--- src/rtl/uart_rx.sv ---
// 8N1 UART receiver: two-flop synchronizer, start-bit mid-sampling, LSB-first
// data capture, framing-error/break detection, one-cycle valid strobe.
module uart_rx #(
  parameter int CLK_FREQ = 100_000_000,
  parameter int BAUD     = 9600
) (
  input  logic       clk_100,
  input  logic       rst_n,
  input  logic       uart_rx_in,
  output logic [7:0] uart_dat,
  output logic       uart_dv,
  output logic       frame_err,
  output logic       rx_busy
);

  // CLKS_PER_BIT must be >= 4 for the half-bit start sample to be meaningful.
  localparam int CLKS_PER_BIT = CLK_FREQ / BAUD;
  localparam int HALF_BIT     = CLKS_PER_BIT / 2;
  localparam int CNT_W        = $clog2(CLKS_PER_BIT);

  localparam logic [CNT_W-1:0] HALF_LAST = CNT_W'(HALF_BIT - 1);
  localparam logic [CNT_W-1:0] BIT_LAST  = CNT_W'(CLKS_PER_BIT - 1);

  typedef enum logic [2:0] {
    IDLE,
    START,
    DATA,
    STOP,
    BRK
  } state_e;

  state_e           state_q, state_d;
  logic             sync1_q, sync2_q;
  logic [CNT_W-1:0] clk_cnt_q, clk_cnt_d;
  logic [2:0]       bit_idx_q, bit_idx_d;
  logic [7:0]       shift_q, shift_d;
  logic [7:0]       dat_q, dat_d;
  logic             dv_q, dv_d;
  logic             ferr_q, ferr_d;
  logic             busy_q;
  logic             rx_s;

  assign rx_s = sync2_q;

  // Synchronizer resets to the idle (high) line level so reset never looks like a start bit.
  // NOTE: sequential state uses non-blocking assignments so every flop samples pre-edge values.
  always_ff @(posedge clk_100 or negedge rst_n) begin
    if (!rst_n) begin
      sync1_q <= 1'b1;
      sync2_q <= 1'b1;
    end else begin
      sync1_q <= uart_rx_in;
      sync2_q <= sync1_q;
    end
  end

  always_ff @(posedge clk_100 or negedge rst_n) begin
    if (!rst_n) begin
      state_q   <= IDLE;
      clk_cnt_q <= '0;
      bit_idx_q <= '0;
      shift_q   <= '0;
      dat_q     <= '0;
      dv_q      <= 1'b0;
      ferr_q    <= 1'b0;
      busy_q    <= 1'b0;
    end else begin
      state_q   <= state_d;
      clk_cnt_q <= clk_cnt_d;
      bit_idx_q <= bit_idx_d;
      shift_q   <= shift_d;
      dat_q     <= dat_d;
      dv_q      <= dv_d;
      ferr_q    <= ferr_d;
      busy_q    <= (state_d != IDLE);
    end
  end

  always_comb begin
    // NOTE: every output of this block is defaulted first so no path can infer a latch.
    state_d   = state_q;
    clk_cnt_d = clk_cnt_q + CNT_W'(1);
    bit_idx_d = bit_idx_q;
    shift_d   = shift_q;
    dat_d     = dat_q;
    dv_d      = 1'b0;
    ferr_d    = 1'b0;

    unique case (state_q)
      IDLE: begin
        clk_cnt_d = '0;
        if (!rx_s) state_d = START;
      end
      START: begin
        if (clk_cnt_q == HALF_LAST) begin
          clk_cnt_d = '0;
          if (!rx_s) begin
            state_d   = DATA;
            bit_idx_d = '0;
          end else begin
            state_d = IDLE;
          end
        end
      end
      DATA: begin
        if (clk_cnt_q == BIT_LAST) begin
          clk_cnt_d          = '0;
          shift_d[bit_idx_q] = rx_s;
          if (bit_idx_q == 3'd7) state_d = STOP;
          else                   bit_idx_d = bit_idx_q + 3'd1;
        end
      end
      STOP: begin
        if (clk_cnt_q == BIT_LAST) begin
          clk_cnt_d = '0;
          if (rx_s) begin
            dat_d   = shift_q;
            dv_d    = 1'b1;
            state_d = IDLE;
          end else begin
            ferr_d  = 1'b1;
            state_d = BRK;
          end
        end
      end
      BRK: begin
        // Held-low line: wait for release so a break yields one error, not a bogus frame.
        clk_cnt_d = '0;
        if (rx_s) state_d = IDLE;
      end
      default: begin
        clk_cnt_d = '0;
        state_d   = IDLE;
      end
    endcase
  end

  assign uart_dat  = dat_q;
  assign uart_dv   = dv_q;
  assign frame_err = ferr_q;
  assign rx_busy   = busy_q;

endmodule

--- config.mk ---
export PLATFORM = sky130hd
export DESIGN_NAME = uart_rx
export DESIGN_NICKNAME = d
export VERILOG_FILES = /design/src/rtl/uart_rx.sv
export SDC_FILE = /design/constraint.sdc
export NUM_CORES = 1
export LEC_CHECK = 0
export CELL_PAD_IN_SITES_DETAIL_PLACEMENT = 1
export CELL_PAD_IN_SITES_GLOBAL_PLACEMENT = 1
export CORE_UTILIZATION = 33
export CTS_BUF_LIST = sky130_fd_sc_hd__clkbuf_4 sky130_fd_sc_hd__clkbuf_8
export DETAILED_ROUTE_END_ITERATION = 10
export PLACE_DENSITY = 0.57
export SLEW_MARGIN = 20
export SYNTH_ARGS = -nofsm -noshare
export SYNTH_HDL_FRONTEND = slang
export SYNTH_SLANG_ARGS = --single-unit
--- constraint.sdc ---
create_clock -name clk_100 -period 1.97 [get_ports clk_100]
set_input_delay 0.394 -clock clk_100 [delete_from_list [all_inputs] [get_ports clk_100]]
set_output_delay 0.394 -clock clk_100 [all_outputs]
set_load 0.05 [all_outputs]
**After elaboration in Yosys (flattened, before gate mapping)**

Cells that the tools add are included.

- Magnitude comparators: 2
- Reduce and logical (&&, ||, !) cells: 8
- Mux-type cells: 26
- Equality and inequality tests: 11
- Add/sub/neg operators: 2

Operators by type and width:

| operator | count |
|---|---|
| 2-to-1 mux 3 bit | 11 |
| 2-to-1 mux 14 bit | 2 |
| one-hot mux 14 bit (2 select lines) | 1 |
| one-hot mux 3 bit (5 select lines) | 1 |
| adder 14 x 1 -> 14 bit, second input constant | 1 |
| equality test 14 x 13 -> 1 bit, second input constant | 1 |
| equality test 14 bit, second input constant | 1 |
| bitwise mux 8 bit | 1 |
| inequality test 2 bit, second input constant | 4 |
| 2-to-1 mux 1 bit | 7 |
| equality test 3 x 2 -> 1 bit, second input constant | 2 |
| equality test 3 bit, second input constant | 2 |
| one-hot mux 3 bit (2 select lines) | 1 |
| AND reduction 5 bit | 1 |
| < comparator 3 x 4 -> 1 bit, second input constant | 1 |
| adder 3 x 1 -> 3 bit, second input constant | 1 |
| demux 1 bit (select 3 bit) | 1 |
| equality test 3 x 1 -> 1 bit, second input constant | 1 |
| greater-or-equal comparator 3 x 1 -> 1 bit, second input constant | 1 |
| logical NOT 3 bit | 1 |
| AND reduction 3 bit | 1 |
| nonzero test 3 bit | 1 |
| 2-to-1 mux 2 bit | 1 |
| AND reduction 2 bit | 1 |
| other kinds (3) | 3 |

- Word-level logic and storage cells: 59
- Input port bits: 3
- Register bits after elaboration: 41
- Output and inout bits: 11

**Longest topological paths before layout**

- Depth after elaboration: 5
- Depth in mapped cells: 7
- Depth with buffers taken out: 5

**Worst setup path after synthesis**

OpenSTA, ideal clock, no wires.

- Path type: flip-flop to flip-flop
- Start: register clk_cnt_q[0]
- End: register dat_q[0], in the netlist uart_dat[0]
- Setup slack: 0.087 ns
- Library setup time: 0.125 ns
- Stages on the path, launching flop included: 8
- Arrival: 1.758 ns
- Period minus slack after synthesis: 1.883 ns
- Cells stage by stage: dfrtp_1 ha_1 and4_1 buf_2 and4b_1 and3_2 buf_6 mux2_2

- Word-level cells in the longest chain between the ends: 2

Ends and longest elaborated chain:

| element | RTL line | text |
|---|---|---|
| start, declared | 34 | `logic [CNT_W-1:0] clk_cnt_q, clk_cnt_d;` |
| start signal, assigned | 69 | `clk_cnt_q <= clk_cnt_d;` |
| equality test 14 bit | 114 | `if (clk_cnt_q == BIT_LAST) begin` |
| AND reduction 3 bit (no source line) | n/a |  |
| end signal, assigned | 72 | `dat_q <= dat_d;` |
| end, declared | 37 | `logic [7:0] dat_q, dat_d;` |

Every way passes these cells.
A chain may end at the register's enable or synchronous reset.

**Worst setup path in the final report**

- Start: register clk_cnt_q[12]
- End: register shift_q[7]

- Word-level cells in the longest chain between the ends: 2

Ends and longest elaborated chain:

| element | RTL line | text |
|---|---|---|
| equality test 14 bit | 106 | `if (clk_cnt_q == BIT_LAST) begin` |
| AND reduction 2 bit (no source line) | n/a |  |
| end signal, assigned | 71 | `shift_q <= shift_d;` |
| end, declared | 36 | `logic [7:0] shift_q, shift_d;` |

Every way passes these cells.

==> results.sh <==
export IMPL_synthFlopType="dfrtp_1"
export IMPL_comb_power_share_pct=2.2
export IMPL_dieArea_mm2=0.00630
export IMPL_p_sw_w=0.000331
export IMPL_gp_congestion=0.767
export IMPL_vias=1460
export IMPL_cp_end_kind="register"
export IMPL_setup_viol_count_final=0
export IMPL_syn_area_mm2=0.00198
export IMPL_seq_area_frac_synth_pct=52.1
export IMPL_core_area_mm2=0.00564
export IMPL_crit_type="register to register"
export IMPL_fin_crit_ps=1940
export IMPL_yosysTopAreaCell="dfrtp_1"
export IMPL_p_total_w=0.00145
export IMPL_synth_common_cells="39 x dfrtp_1, 22 x nor2_1, 12 x mux2_2"
export IMPL_grt_usage_pct=16.5
export IMPL_clkLatencyLatePin_ps=300
export IMPL_worst_pin_slew_ps=518
export IMPL_synth_edf_count=0
export IMPL_synthTopCellsByArea="dfrtp_1 49%, mux2_2 6.8%, nor2_1 4.2%, nand4_1 3.2%, xnor2_1 3.1%"
export IMPL_ys_warnings_count=0
export IMPL_grt_pass1_vias=1552
export IMPL_num_antenna_cells=0
export IMPL_ios=14
export IMPL_avgSynthCellArea_um2=11.2
export IMPL_tns_ps=0
export IMPL_min_period_over_period_pct=98.2
export IMPL_drc=0
export IMPL_core_rowCount=27
export IMPL_hpwlAfterDp_mm=3.30
export IMPL_syn_instance_count=176
export IMPL_synth_top_area_share_pct=49.4
export IMPL_ctsHtreeMaxLevel=2
export IMPL_antenna_found_initial=0
export IMPL_synth_most_common_cell="dfrtp_1"
export IMPL_routed_wl_mm=4.54
export IMPL_cts_buffers=5
export IMPL_status="completed"
export IMPL_dp_slack_ps=-41.8
export IMPL_via_per_inst=5.31
export IMPL_sequentialPowerShare_pct=58.4
export IMPL_critical_path_arrival_ps=2130
export IMPL_critPathLaunchType="register"
export IMPL_die_w_um=79.4
export IMPL_yosys_register_bits=41
export IMPL_antenna_left=0
export IMPL_tritoncts="built"
export IMPL_initial_core_util_pct=35.0
export IMPL_switching_share_pct=22.9
export IMPL_grt_overflow=0
export IMPL_cts_root_buf="clkbuf_8"
export IMPL_p_leak_nw=1.07
export IMPL_synth_net_count=182
export IMPL_crit_path_max_incr_delay_ps=450
export IMPL_yosysUniqueCellTypes=39
export IMPL_finalWorstSetupSlack_ps=34.7
export IMPL_post_place_cells=266
export IMPL_ir_worst_vdd_mv=0.267
export IMPL_die_y_um=79.4
export IMPL_drt_pass1_iterations=2
export IMPL_grt_pass1_wl_mm=7.87
export IMPL_clk_pin_slew_worst_paths_ps=90
export IMPL_crit_slowest_cell="dfrtp_1"
export IMPL_synthArstFlopShare_pct=100
export IMPL_clock_sinks=41
export IMPL_rsz0062_at_grt="true"
export IMPL_grt_max_degree=22
export IMPL_wire_per_inst_um=16.5
export IMPL_final_layout_size_suffix_gt1_share_pct=22.7
export IMPL_hold_path_class="input port to async pin"
export IMPL_p_clk_share_pct=39.4
export IMPL_maxCapViolations=0
export IMPL_clk_path_buf_depth=2
export IMPL_multi_input_area_um2=898
export IMPL_nets=208
export IMPL_report_final_slew_viol_count=0
export IMPL_instances_no_fill=275
export IMPL_area_growth_synth_to_final_pct=20.6
export IMPL_required_ps=2160
export IMPL_drt_initial_drc_count=58
export IMPL_p_per_area_mw_per_mm2=608
export IMPL_hold_worst_slack_ps=55.7
export IMPL_max_freq_ghz=0.517
export IMPL_io_buffers=13
export IMPL_finClkSkew_ps=10.5
export IMPL_seq_area_mm2=0.00103
export IMPL_cp_max_fo=7
export IMPL_hold_violations=0
export IMPL_fill_cells=616
export IMPL_cellInternalPower_w=0.00112
export IMPL_path_cells="nor4b_4 -> buf_4 -> nand4b_4 -> nor4_2 -> mux2_2"
export IMPL_slew_headroom_pct=65.4
## layout make-up
type / count / share of cell area, %
clock buffer: 6 / 3.20
clock inverter: 2 / 0.630
multi-input combinational: 122 / 37.7
sequential: 41 / 43.2
timing repair buffer: 26 / 10.6
inverter: 6 / 0.945
tap: 72 / 3.78
## worst max-delay path, delay by kind of cell, from the launching register on
| kind | cells | cell delay (ps) |
|---|---|---|
| simple gates | 3 | 820 |
| buf+inv | 1 | 180 |
| flops | 1 | 450 |
| mux | 1 | 370 |
## logic make-up (layout without fill, tap and decap cells)
logic type,Yosys count,after routing,synth area share (%)
AND/OR/NAND/NOR,76,76,23.0
flip-flops,41,41,52.1
multiplexers,16,16,9.12
AO/OA/AOI/OAI,15,15,5.13
buffers and inverters,13,40,3.48
XOR/XNOR,12,12,5.32
adder cells (fa/ha/maj),3,3,1.90
## cell usage in the layout (no fill, tap or decap), drive strengths merged, types with 3 or more instances in the layout
cell type and instances:
nand3 9, nand4 10, inv 6, mux2 16, nor4 3, nor2 22, ha 3, a22oi 3
xor2 5, nand4b 4, nor3 4, nor3b 3, nand2 7, o21ai 5, o211ai 3, xnor2 7
dfrtp 39, buf 14, clkdlybuf4s50 12, clkbuf 6
## worst paths after layout
path,from,end,slack (ps),cells after the start
max,clk_cnt_q[12]$_DFF_PN0_,shift_q[7]$_DFFE_PN0P_,30,5
min,rst_n,state_q[2]$_DFF_PN0_,60,1
max reg2reg,clk_cnt_q[12]$_DFF_PN0_,shift_q[7]$_DFFE_PN0P_,30,5
min reg2reg,sync1_q$_DFF_PN1_,rx_s$_DFF_PN1_,360,0
max in group asynchronous,rst_n,shift_q[0]$_DFFE_PN0P_,1410,2
min in group clk_100,sync1_q$_DFF_PN1_,rx_s$_DFF_PN1_,360,0
## power groups by stage
| stage | logic [W] | clock network, W | registers (W) |
|---|---|---|---|
| 5_1_grt | 0.0000364 | 0.000623 | 0.000846 |
| 4_1_cts | 0.0000335 | 0.000595 | 0.000846 |
| 3_5_place_dp | 0.0000331 | 0 | 0.000862 |
| 6_report | 0.0000313 | 0.000571 | 0.000846 |
| 3_3_place_gp | 0.0000316 | 0 | 0.000863 |
| 2_1_floorplan | 0.00000313 | 0 | 0.000863 |
## stage by stage
stage / cell area (µm²) / utilization (%)
4_1_cts: 2360 / 41.9
2_1_floorplan: 1980 / -
5_1_grt: 2380 / 42.2
3_5_place_dp: 2260 / 40.1
3_3_place_gp: 2260 / 40.1
6_report: 2380 / 42.2
## metal layers
layer / GRT usage [%] / wire length, µm / up-vias / part of all wire [%]
met1: 20.4 / 2040 / 753 / 45
met2: 27.8 / 2320 / 12 / 51
met4: 7.45 / 97 / 0 / 2.1
met5: 0 / 0 / - / 0
li1: - / - / 685 / -
met3: 3.09 / 81 / 10 / 1.8
## state kept, by name, indices dropped and copies added, names as in the netlist
signal and cells:
frame_err 1, clk_cnt_q 14, rx_busy 1, bit_idx_q 3
rx_s 1, uart_dat 8, uart_dv 1, shift_q 8
sync1_q 1, state_q 3
## repair_timing
action	CTS	global route
cloned	0	0
buffers inserted	0	1
setup endpoints to repair	11	15
hold buffers	0	0
resized for setup	3	4
pin swaps	0	1
endpoints found under the hold margin	0	0
(Power assumes the default switching activity.)
